## config.mk

```make
export PLATFORM = sky130hd
export DESIGN_NAME = pipe_share_arbiter
export DESIGN_NICKNAME = d
export VERILOG_FILES = /design/src/rtl/pipe_share_arbiter.sv
export SDC_FILE = /design/constraint.sdc
export NUM_CORES = 1
export LEC_CHECK = 0
export ABC_AREA = 1
export CAP_MARGIN = 20
export CORE_ASPECT_RATIO = 1.2
export CORE_UTILIZATION = 40
export CTS_CLUSTER_DIAMETER = 150
export DETAILED_ROUTE_END_ITERATION = 10
export HOLD_SLACK_MARGIN = 0.15
export PLACE_DENSITY = 0.75
export SYNTH_ARGS = -nofsm -noshare
export SYNTH_HDL_FRONTEND = slang
export SYNTH_SLANG_ARGS = --single-unit
```

## constraint.sdc

```tcl
create_clock -name clk -period 3.6 [get_ports clk]
set_input_delay 1.08 -clock clk [delete_from_list [all_inputs] [get_ports clk]]
set_output_delay 1.08 -clock clk [all_outputs]
set_load 0.01 [all_outputs]
```

## src/rtl/pipe_share_arbiter.sv

```systemverilog
// Round-robin share of a 2-stage registered pipe between NREQ requesters; 2 edges capture-to-out.
// No backpressure from downstream; a global stall freezes grants, both stages, ptr and FSM.
module pipe_share_arbiter #(
   parameter int WIDTH = 8,
   parameter int NREQ  = 4,
   parameter int IDW   = 2
) (
   input  logic                  clk,
   input  logic                  rst,
   input  logic [NREQ-1:0]       req,
   input  logic [NREQ*WIDTH-1:0] req_data,
   input  logic                  stall,
   output logic [NREQ-1:0]       gnt,
   output logic                  s1_valid,
   output logic [WIDTH-1:0]      s1_data,
   output logic                  out_valid,
   output logic [WIDTH-1:0]      out_data,
   output logic [IDW-1:0]        out_id,
   output logic                  busy
);

   generate
      if (NREQ < 2 || NREQ > 8) begin : g_bad_nreq
         $error("pipe_share_arbiter: NREQ must be in 2..8");
      end
      if (IDW != $clog2(NREQ)) begin : g_bad_idw
         $error("pipe_share_arbiter: IDW must equal clog2(NREQ)");
      end
   endgenerate

   localparam logic [1:0] ST_IDLE  = 2'd0;
   localparam logic [1:0] ST_RUN   = 2'd1;
   localparam logic [1:0] ST_DRAIN = 2'd2;

   localparam logic [IDW:0]   NREQ_W = (IDW+1)'(NREQ);
   localparam logic [IDW-1:0] LAST_ID = IDW'(NREQ-1);

   logic [IDW-1:0]   ptr;
   logic [IDW-1:0]   ptr_nxt;
   logic [IDW-1:0]   gidx;
   logic [IDW-1:0]   cand;
   logic [IDW:0]     sum;
   logic             hit;
   logic             grant;
   logic [WIDTH-1:0] gdata;
   logic [IDW-1:0]   s1_id;
   logic [1:0]       state;
   logic [1:0]       state_nxt;

   // Scan upward from ptr with wrap; the first requesting index wins.
   always_comb begin
      hit  = 1'b0;
      gidx = '0;
      sum  = '0;
      cand = '0;
      for (int k = 0; k < NREQ; k++) begin
         sum = {1'b0, ptr} + (IDW+1)'(k);
         if (sum >= NREQ_W) begin
            sum = sum - NREQ_W;
         end
         cand = sum[IDW-1:0];
         if (!hit && req[cand]) begin
            hit  = 1'b1;
            gidx = cand;
         end
      end
   end

   always_comb begin
      grant   = hit & ~stall & ~rst;
      gnt     = grant ? (NREQ'(1) << gidx) : '0;
      gdata   = req_data[int'(gidx)*WIDTH +: WIDTH];
      ptr_nxt = (gidx == LAST_ID) ? '0 : gidx + 1'b1;
   end

   // DRAIN looks at the stage valids as they will be after this edge.
   always_comb begin
      state_nxt = state;
      case (state)
         ST_IDLE: begin
            if (|req) state_nxt = ST_RUN;
         end
         ST_RUN: begin
            if (~|req) state_nxt = (s1_valid | out_valid) ? ST_DRAIN : ST_IDLE;
         end
         ST_DRAIN: begin
            if (|req)                    state_nxt = ST_RUN;
            else if (!grant && !s1_valid) state_nxt = ST_IDLE;
         end
         default: state_nxt = ST_IDLE;
      endcase
   end

   always_ff @(posedge clk or posedge rst) begin
      if (rst) begin
         ptr       <= '0;
         s1_valid  <= 1'b0;
         s1_data   <= '0;
         s1_id     <= '0;
         out_valid <= 1'b0;
         out_data  <= '0;
         out_id    <= '0;
         state     <= ST_IDLE;
      end else if (!stall) begin
         s1_valid  <= grant;
         if (grant) begin
            s1_data <= gdata;
            s1_id   <= gidx;
            ptr     <= ptr_nxt;
         end
         out_valid <= s1_valid;
         out_data  <= s1_data;
         out_id    <= s1_id;
         state     <= state_nxt;
      end
   end

   assign busy = (state != ST_IDLE);

   a_gnt_onehot: assert property (@(posedge clk) disable iff (rst) $onehot0(gnt));

endmodule

```

==> results.toml, run 1 <==
[placement]
hpwl_mm = 3.461
place_congestion = 0.8657
portBuffers = 63
pre_cts_ws_ns = -0.7293

[worst_setup_path]
cp_data_required_time_ns = 2.52
ff2ff_setup_slack_ns = 1.30
cpMaxStageDelayCell = "buf_2"
cpPeakStageDelay_ns = 0.15
path_common_cell = "nand2_1"
crit_start = "req[1]"
timing.rr.end = "s1_data[1]$_DFFE_PP0P_"
worstSetupEndpoint = "gnt[3]"
crit_arrival_ns = 2.47
crit_path_start_kind = "primary input"
reg2regPathDepth = 18
critPathBufInv = 6
crit_type = "primary input to output pin"
cp-end-kind = "output pin"
r2r_start = "ptr[0]$_DFFE_PP0P_"
path_cells = "clkbuf_2 > inv_2 > buf_4 > nand2_1 > nand2_1 > nand2_1 > nand2_1 > nand2_2 > nand2_2 > nand2_4 > nand3_4 > inv_4 > ha_1 > inv_1 > nor2_1 > buf_2"
cp_num_cells = 16
worstPathMaxFanout = 5
cp_top_family = "simple AND/OR/NAND/NOR gates"

[floorplan]
die_w_um = 62.52
dieArea_sq_um = 4665
coreArea_sq_um = 4229
io_pins = 64
die_h_um = 74.62
rows = 26
start_util_pct = 41.57

[clock_network]
cts.clk_slew.worst_paths_ns = 0.08
ctsHoldBuffers = 0
cts_tree = "done"
numCtsBuffers = 3
cts_sinks = 26
htree_levels = 1
clockRootBuffer = "clkbuf_8"
clock_path_buffers = 2
clock_latency_ns = 0.26

[global_route]
grt_pass1_vias = 1871
grtUsageTotal_pct = 20.93
grt_pass1_wl_mm = 7.914
grt_max_degree = 27
antenna_found_initial = 0
gr-total-overflow = 0

[timing]
tns_ns = 0
setup_viol = 0
fmax_mhz = 281.8
skew_ns = 0.001623
fin_crit_ns = 3.548
relSlewSlack_pct = 63.24
hold_viol_final = 0
fin_ws_ns = 0.05177
worst_pin_slew_ns = 0.5513
slew_violations = 0
fin_hold_ws_ns = 0.4822
post-route-period-util_pct = 98.56

[yosys]
synth_compound_area_share_pct = 3.274
ys_seq_area_share_pct = 37.01
synthMuxAreaShare_pct = 0.6406
synth_most_common_cell = "nand2_1"
synth_top_family_by_area = "simple AND/OR/NAND/NOR gates"
synth_cell_types = 24
synth-main-ff-cell = "dfrtp_1"
synth.yosys.warnings = 0
synth_nets = 313
synth_fa_ha_area_share_pct = 2.847
syn_avg_cell_area_sq_um = 6.511
synth_edf_count = 0
postSynthCellCount = 270
synth_seq_cells = 26
synth_top_area_share_pct = 37.01
synth_xor_area_share_pct = 0
yosysTopAreaCell = "dfrtp_1"
postSynth.asyncResetShare_pct = 100.0
yosys-top-cells-area = "dfrtp_1 37%, nand2_1 28%, inv_1 6.8%"
synth_commonest_cells = "131 x nand2_1, 32 x inv_1, 26 x dfrtp_1"
synth-simple-area-share_pct = 44.98
syn_area_sq_um = 1758

[routing]
drt-initial-drc-count = 96
first_pass_iters = 4
ant_nets = 0
drc = 0
avgViaCountPerCell = 4.728
wl_per_cell_um = 11.42
vias = 1962
postRouteWirelength_mm = 4.739

[job]
cap_violations = 0

[pwr]
leakagePower_uw = 0.001488
vdd.ir_drop.worst_mv = 0.4903
pwr_density_cell_nw_per_um2 = 877.9
total_power_uw = 2405

[min_path]
hold_path.class = "flip-flop to flip-flop"
hold_path_depth = 2
min-delay-start = "out_data[6]$_DFFE_PP0N_"

[status]
status = "completed"

[final_layout]
synthToLayoutAreaGrowth_pct = 55.87
nFillCells = 376
layout.nets = 404
n_antenna_cell = 0
drive_gt1_share_pct = 21.45
==> report_power, final <==
part | switching, uW | internal (uW) | leakage (uW)
registers | 107 | 410 | 0.000322
clock network | 82.8 | 74.8 | 0.0000216
logic | 899 | 832 | 0.00114
total | 1090 | 1320 | 0.00149
==> worst reg2reg max path, stage by stage, from the launching register on <==
cell	delay, ns
dfrtp_1	0.69
inv_6	0.13
nand2_1	0.11
nand2_2	0.08
nand2_1	0.06
nand2_1	0.06
nand2_2	0.08
nand2_2	0.07
nand2_4	0.07
nand3_4	0.10
buf_4	0.15
buf_4	0.12
buf_4	0.15
nand2_1	0.06
nand2_1	0.05
nand2_1	0.05
nand2_1	0.06
nand2_1	0.06
nand2_1	0.05
==> metrics by stage <==
stage | instances | util [%] | cell area [sq um]
finish | 415 | 64.79 | 2740
global route | 415 | 64.79 | 2740
CTS | 411 | 63.55 | 2688
detailed placement | 400 | 60.41 | 2555
global placement | 400 | 60.41 | 2555
floorplan | 270 | - | 1758
==> cell usage in the layout (no fill, tap or decap), types with 2 or more instances in the layout <==
| cell | count |
|---|---|
| nand2_1 | 122 |
| clkdlybuf4s50_1 | 55 |
| buf_4 | 31 |
| inv_1 | 27 |
| dfrtp_1 | 26 |
| nand4_1 | 15 |
| nand3_1 | 11 |
| nor2_1 | 9 |
| nand2_2 | 8 |
| inv_2 | 7 |
| o21ai_0 | 7 |
| nand3_2 | 6 |
| nand2_4 | 5 |
| ha_1 | 4 |
| clkbuf_2 | 4 |
| buf_2 | 4 |
| clkbuf_8 | 3 |
| nand3_4 | 2 |
| a21oi_1 | 2 |
==> logic make-up after synthesis <==
| group | count (synthesis) |
|---|---|
| DFF | 26 |
| muxes | 1 |
| and+or+nand+nor | 182 |
| AOI/OAI and AO/OA | 11 |
| adders and majority gates | 4 |
| buffers and inverters | 46 |
==> layout make-up <==
| cell class | instances | area [sq um] | area share, % |
|---|---|---|---|
| Tap cell | 56 | 70.07 | 2.557 |
| Inverter | 37 | 146.4 | 5.342 |
| Clock buffer | 3 | 41.29 | 1.507 |
| Timing Repair Buffer | 95 | 834.6 | 30.46 |
| Multi-Input combinational cell | 198 | 997.2 | 36.39 |
| Sequential cell | 26 | 650.6 | 23.74 |
==> sequential cells by signal, summed over array words and instances (netlist names) <==
name / cells
s1_id: 2
out_valid: 1
s1_valid: 1
state: 2
out_id: 2
s1_data: 8
out_data: 8
ptr: 2
==> per-layer routing <==
layer	vias up	part of all wire, %	track usage [%]
met2	60	50	38.04
li1	1011	-	-
met1	879	44	25.29
met4	0	2.2	10.08
met5	-	0	0
met3	12	3.4	1.970
==> worst min-delay path by stage <==
stage / endpoint / slack [ns]
2_1_floorplan: s1_id[0]$_DFFE_PP0P_ / 0.48
3_5_place_dp: out_data[6]$_DFFE_PP0N_ / 0.47
3_3_place_gp: out_data[3]$_DFFE_PP0N_ / 0.46
4_1_cts: out_data[6]$_DFFE_PP0N_ / 0.49
5_1_grt: out_data[2]$_DFFE_PP0N_ / 0.51
6_report: out_data[6]$_DFFE_PP0N_ / 0.48
==> repair_timing <==
item	4_1_cts	5_1_grt
resized for setup	42	16
setup endpoints to repair	4	4
pin swaps	8	7
setup buffers	8	4
Note: power is estimated with default switching activity, not from simulation.
==> run 2: changes to the inputs <==
--- a/config.mk
+++ b/config.mk
@@ -8,11 +8,11 @@
 export ABC_AREA = 1
 export CAP_MARGIN = 20
 export CORE_ASPECT_RATIO = 1.2
-export CORE_UTILIZATION = 40
+export CORE_UTILIZATION = 25
 export CTS_CLUSTER_DIAMETER = 150
 export DETAILED_ROUTE_END_ITERATION = 10
 export HOLD_SLACK_MARGIN = 0.15
-export PLACE_DENSITY = 0.75
+export PLACE_DENSITY = 0.52
 export SYNTH_ARGS = -nofsm -noshare
 export SYNTH_HDL_FRONTEND = slang
 export SYNTH_SLANG_ARGS = --single-unit
==> run 2 against run 1 <==
  * Clock power increased by 16%
  * Hold slack got worse by 0.0048 ns
  * Worst setup slack improved by 0.089 ns
  * Non-clock buffer count increased by 1
  * Largest cell class unchanged
==> results.toml, run 2 (synthesized netlist as in run 1, its figures left out) <==
[worst_setup_path]
crit_type = "primary input to output pin"
cp_top_family = "simple AND/OR/NAND/NOR gates"
cp-end-kind = "output pin"
cpPeakStageDelay_ns = 0.15
path_common_cell = "nand2_1"
critPathBufInv = 6
cpMaxStageDelayCell = "ha_1"
crit_arrival_ns = 2.38
path_cells = "clkbuf_2 > inv_2 > buf_4 > nand2_1 > nand2_1 > nand2_1 > nand2_1 > nand2_2 > nand2_1 > nand2_4 > nand3_4 > inv_4 > ha_1 > inv_1 > nor2_1 > buf_2"
worstPathMaxFanout = 5
crit_path_start_kind = "primary input"
cp_data_required_time_ns = 2.52

[timing]
fmax_mhz = 289.1
hold_viol_final = 0
skew_ns = 0.006468
fin_crit_ns = 3.459
fin_hold_ws_ns = 0.4775
grt_setup_unrepaired = "false"
slew_violations = 0
relSlewSlack_pct = 78.02
worst_pin_slew_ns = 0.3297
setup_viol = 0
tns_ns = 0
fin_ws_ns = 0.1408
post-route-period-util_pct = 96.09

[routing]
postRouteWirelength_mm = 4.998
ant_nets = 0
drc = 0
first_pass_iters = 4
vias = 1934
drt-initial-drc-count = 72
wl_per_cell_um = 11.16
avgViaCountPerCell = 4.317

[pwr]
switching_power_uw = 1077
intPower_uw = 1287
pwr-share-clk_pct = 7.8
pwr_density_cell_nw_per_um2 = 840.8
vdd.ir_drop.worst_mv = 0.3917
combPwrFrac_pct = 70.2
switching_share_pct = 45.55
power_frac_seq_pct = 22.0
leakagePower_uw = 0.001502

[final_layout]
final_common_cell = "nand2_1"
layout.nets = 405
layout_common_cells = "122 x nand2_1, 55 x clkdlybuf4s50_1, 32 x buf_4, 27 x inv_1, 25 x dfrtp_1"
drive_gt1_share_pct = 22.44
final_util_pct = 41.27
largestRegisters = "out_data: 8 flops, s1_data: 8 flops"
n_antenna_cell = 0
synthToLayoutAreaGrowth_pct = 59.93
nFillCells = 754

[clock_network]
cts_sinks = 26
clock_latency_ns = 0.27
clockRootBuffer = "clkbuf_8"
htree_levels = 1
numCtsBuffers = 3
cts_tree = "done"
clock_path_buffers = 2
cts.clk_slew.worst_paths_ns = 0.08

[floorplan]
die_h_um = 93.86
coreArea_sq_um = 6813
die_w_um = 78.55
io_pins = 64
start_util_pct = 25.80
rows = 33
dieArea_sq_um = 7373

[global_route]
antenna_found_initial = 0
gr-total-overflow = 0
grt_max_degree = 27
grt_pass1_vias = 1886
grt_pass1_wl_mm = 8.411
grtUsageTotal_pct = 14.39

[job]
cap_violations = 0

[placement]
portBuffers = 63
place_congestion = 0.7898
hpwl_mm = 3.781
pre_cts_ws_ns = -0.7434

[min_path]
hold_path.class = "flip-flop to flip-flop"

[status]
status = "completed"
[run 2: routing by layer]
layer  global-route usage, %  vias to the layer above  share of wire [%]
met5                       0                        -                  0
met4                   6.019                        0                1.5
li1                        -                     1015                  -
met2                   25.07                       48                 49
met1                   18.19                      866                 46
met3                  0.9709                        5                3.0
[run 2: final cells by class]
| class | instances | area [sq um] | area share, % |
|---|---|---|---|
| clock buffer | 4 | 55.05 | 1.958 |
| timing repair buffer | 96 | 842.1 | 29.95 |
| multi-input combinational | 198 | 1007 | 35.83 |
| sequential | 26 | 651.9 | 23.19 |
| tap | 87 | 108.9 | 3.872 |
| inverter | 37 | 146.4 | 5.207 |
[run 2: worst register-to-register path, cell delays in order, from the launching register on]
cell	delay [ns]
dfrtp_2	0.53
inv_6	0.18
nand2_1	0.08
nand2_2	0.11
nand2_2	0.07
nand2_2	0.08
nor2_4	0.04
nand2_1	0.07
nand3_2	0.08
nand2_2	0.09
inv_2	0.05
buf_4	0.13
buf_4	0.12
buf_4	0.15
nand2_1	0.08
nand2_1	0.05
nand2_1	0.05
nand2_1	0.05
[run 2: worst paths after layout]
path,from,to,slack (ns),depth (start not counted)
min reg2reg,out_data[1]$_DFFE_PP0N_,out_data[1]$_DFFE_PP0N_,0.48,2
max,req[1],gnt[1],0.14,16
max reg2reg,ptr[0]$_DFFE_PP0P_,s1_data[3]$_DFFE_PP0P_,1.48,17
max in group asynchronous,rst,ptr[0]$_DFFE_PP0P_,2.12,3
min,out_data[1]$_DFFE_PP0N_,out_data[1]$_DFFE_PP0N_,0.48,2
min in group asynchronous,rst,s1_data[4]$_DFFE_PP0P_,1.22,3
[run 2: repair_timing]
| action | 4_1_cts | 5_1_grt |
|---|---|---|
| endpoints found under the setup margin | 4 | 4 |
| hold buffers | 0 | 0 |
| pin swaps | 9 | 7 |
| buffers inserted | 6 | 3 |
| hold endpoints to repair | 0 | 0 |
| gates resized for setup | 42 | 19 |
[run 2: metrics by stage]
step / power [uW] / instance area [sq um] / instances
after floorplan: 1401 / 1758 / 270
after global placement: 1984 / 2624 / 435
after detailed placement: 2003 / 2624 / 435
after CTS: 2295 / 2759 / 445
after global routing: 2612 / 2811 / 448
final: 2364 / 2811 / 448
[run 2: power groups by stage]
| stage | clock network (uW) | logic [uW] | registers (uW) |
|---|---|---|---|
| after global routing | 206 | 1870 | 535 |
| after floorplan | 0 | 878 | 522 |
| final | 184 | 1660 | 521 |
| after global placement | 0 | 1470 | 515 |
| after CTS | 193 | 1590 | 515 |
| after detailed placement | 0 | 1490 | 517 |
==> run 3: changes to the inputs <==
--- a/config.mk
+++ b/config.mk
@@ -6,13 +6,14 @@
 export NUM_CORES = 1
 export LEC_CHECK = 0
 export ABC_AREA = 1
-export CAP_MARGIN = 20
+export ABC_CLOCK_PERIOD_IN_PS = 3600
+export CAP_MARGIN = 10
 export CORE_ASPECT_RATIO = 1.2
-export CORE_UTILIZATION = 25
+export CORE_UTILIZATION = 45
 export CTS_CLUSTER_DIAMETER = 150
 export DETAILED_ROUTE_END_ITERATION = 10
 export HOLD_SLACK_MARGIN = 0.15
-export PLACE_DENSITY = 0.52
+export PLACE_DENSITY = 0.83
 export SYNTH_ARGS = -nofsm -noshare
 export SYNTH_HDL_FRONTEND = slang
 export SYNTH_SLANG_ARGS = --single-unit
==> run 3 against run 2 <==
  * The flow now finishes with violations (setup timing)
  * Combinational power grew 7%
  * Worst setup slack got worse by 0.14 ns
  * Global-route usage up 7.5 points
  * Register-to-register slack got worse by 0.39 ns
  * Design area is 1.2% lower
  * Clock-buffer cell count shrank 1
  * Critical path depth decreased by 3
  * Largest cell class unchanged
==> results.toml, run 3 (synthesized netlist as in run 1, its figures left out) <==
[timing]
fin_hold_ws_ns = 0.4847
fmax_mhz = 277.7
post-route-period-util_pct = 100.0
relSlewSlack_pct = 63.39
worst_pin_slew_ns = 0.5491
skew_ns = 0.005207
setup_viol = 1
slew_violations = 0
fin_crit_ns = 3.601
hold_viol_final = 0
fin_ws_ns = -0.001494

[clock_network]
clockRootBuffer = "clkbuf_8"
cts.clk_slew.worst_paths_ns = 0.08
numCtsBuffers = 3
clock_latency_ns = 0.26
cts_sinks = 26
clock_path_buffers = 2
htree_levels = 1
cts_tree = "done"

[global_route]
gr-total-overflow = 0
grtUsageTotal_pct = 21.87
grt_pass1_vias = 1763
grt_pass1_wl_mm = 7.176
grt_max_degree = 27
antenna_found_initial = 0

[worst_setup_path]
worstPathMaxFanout = 4
cp_data_required_time_ns = 2.52
crit_path_start_kind = "primary input"
crit_type = "primary input to output pin"
cp-end-kind = "output pin"
crit_arrival_ns = 2.52

[final_layout]
layout.nets = 403
final_cells = 410
postLayoutCellArea_sq_um = 2778
final_common_cell = "nand2_1"
layout_common_cells = "120 x nand2_1, 55 x clkdlybuf4s50_1, 31 x buf_4, 27 x inv_1, 26 x dfrtp_1"
multi_input_area_sq_um = 1040
drive_gt1_share_pct = 22.91
nFillCells = 296
synthToLayoutAreaGrowth_pct = 58.01
register_area_sq_um = 650.6
n_antenna_cell = 0
largestRegisters = "out_data: 8 flops, s1_data: 8 flops"

[routing]
wl_per_cell_um = 12.08
postRouteWirelength_mm = 4.951
drt-initial-drc-count = 58
vias = 2014
drc = 0
avgViaCountPerCell = 4.912
first_pass_iters = 4
ant_nets = 0

[placement]
place_congestion = 0.9695
hpwl_mm = 3.358
dpl_cell_area_sq_um = 2565
dp_cells = 398
portBuffers = 63

[status]
violations = "setup timing"
status = "finished with violations"

[pwr]
pwr_density_cell_nw_per_um2 = 878.1
vdd.ir_drop.worst_mv = 0.5593
leakagePower_uw = 0.001483

[floorplan]
rows = 24
die_w_um = 59.06
dieArea_sq_um = 4161
start_util_pct = 47.59
die_h_um = 70.47
coreArea_sq_um = 3694
io_pins = 64

[job]
cap_violations = 0

[min_path]
hold_path.class = "flip-flop to flip-flop"
-- run 3: path summary, 6_finish.rpt --
| path | start | end | slack [ns] | cells after the start |
|---|---|---|---|---|
| setup / recovery | req[1] | gnt[2] | -0.001 | 13 |
| setup reg to reg | ptr[0]$_DFFE_PP0P_ | s1_data[6]$_DFFE_PP0P_ | 1.09 | 16 |
| hold / removal | out_data[7]$_DFFE_PP0N_ | out_data[7]$_DFFE_PP0N_ | 0.48 | 2 |
| hold reg to reg | out_data[7]$_DFFE_PP0N_ | out_data[7]$_DFFE_PP0N_ | 0.48 | 2 |
| max in group asynchronous | rst | s1_data[1]$_DFFE_PP0P_ | 2.12 | 3 |
| min in group asynchronous | rst | state[0]$_DFFE_PP0P_ | 1.24 | 3 |
-- run 3: cell type report --
type,instances,area share (%)
Multi-Input combinational cell,198,37.43
Sequential cell,26,23.42
Tap cell,52,2.342
Clock buffer,3,1.486
Inverter,37,5.450
Timing Repair Buffer,94,29.86
-- run 3: worst max-delay path: stages --
cell      delay [ns]
clkbuf_2        0.10
inv_2           0.08
nand2_2         0.07
nand3_2         0.13
nand2_4         0.08
nor2_4          0.16
nand4_1         0.19
nand2_4         0.16
inv_4           0.06
ha_1            0.17
inv_1           0.06
nor2_2          0.04
buf_2           0.13
-- run 3: report_power, final --
part	leakage (uW)	internal, uW	switching, uW	total [uW]
Sequential	0.000322	410	107	517
Clock	0.0000216	74.5	77.3	152
Combinational	0.00114	797	973	1770
Total	0.00148	1280	1160	2440
-- run 3: repair_timing --
item                       4_1_cts  5_1_grt
setup buffers                    3        6
setup endpoints to repair        4        4
pin swaps                        4       15
gates resized for setup         36       35
hold buffers                     0        0
-- run 3: stage by stage --
stage          setup TNS (ns)  worst slack [ns]  total power, uW  util, %
4_1_cts                     0           0.01075             2164    71.51
5_1_grt               -0.2020          -0.08037             2638    75.20
3_3_place_gp           -2.554           -0.6702             1915    69.44
2_1_floorplan               0            0.1702             1401        -
6_report            -0.001494         -0.001494             2439    75.20
3_5_place_dp           -2.740           -0.7250             1937    69.44
-- run 3: routing by layer --
layer / up-vias / global-route usage [%] / routed length (um)
met5: - / 0 / 0
met1: 910 / 26.74 / 2029
met3: 18 / 1.852 / 142
met4: 0 / 7.937 / 182
met2: 70 / 38.89 / 2597
li1: 1016 / - / -
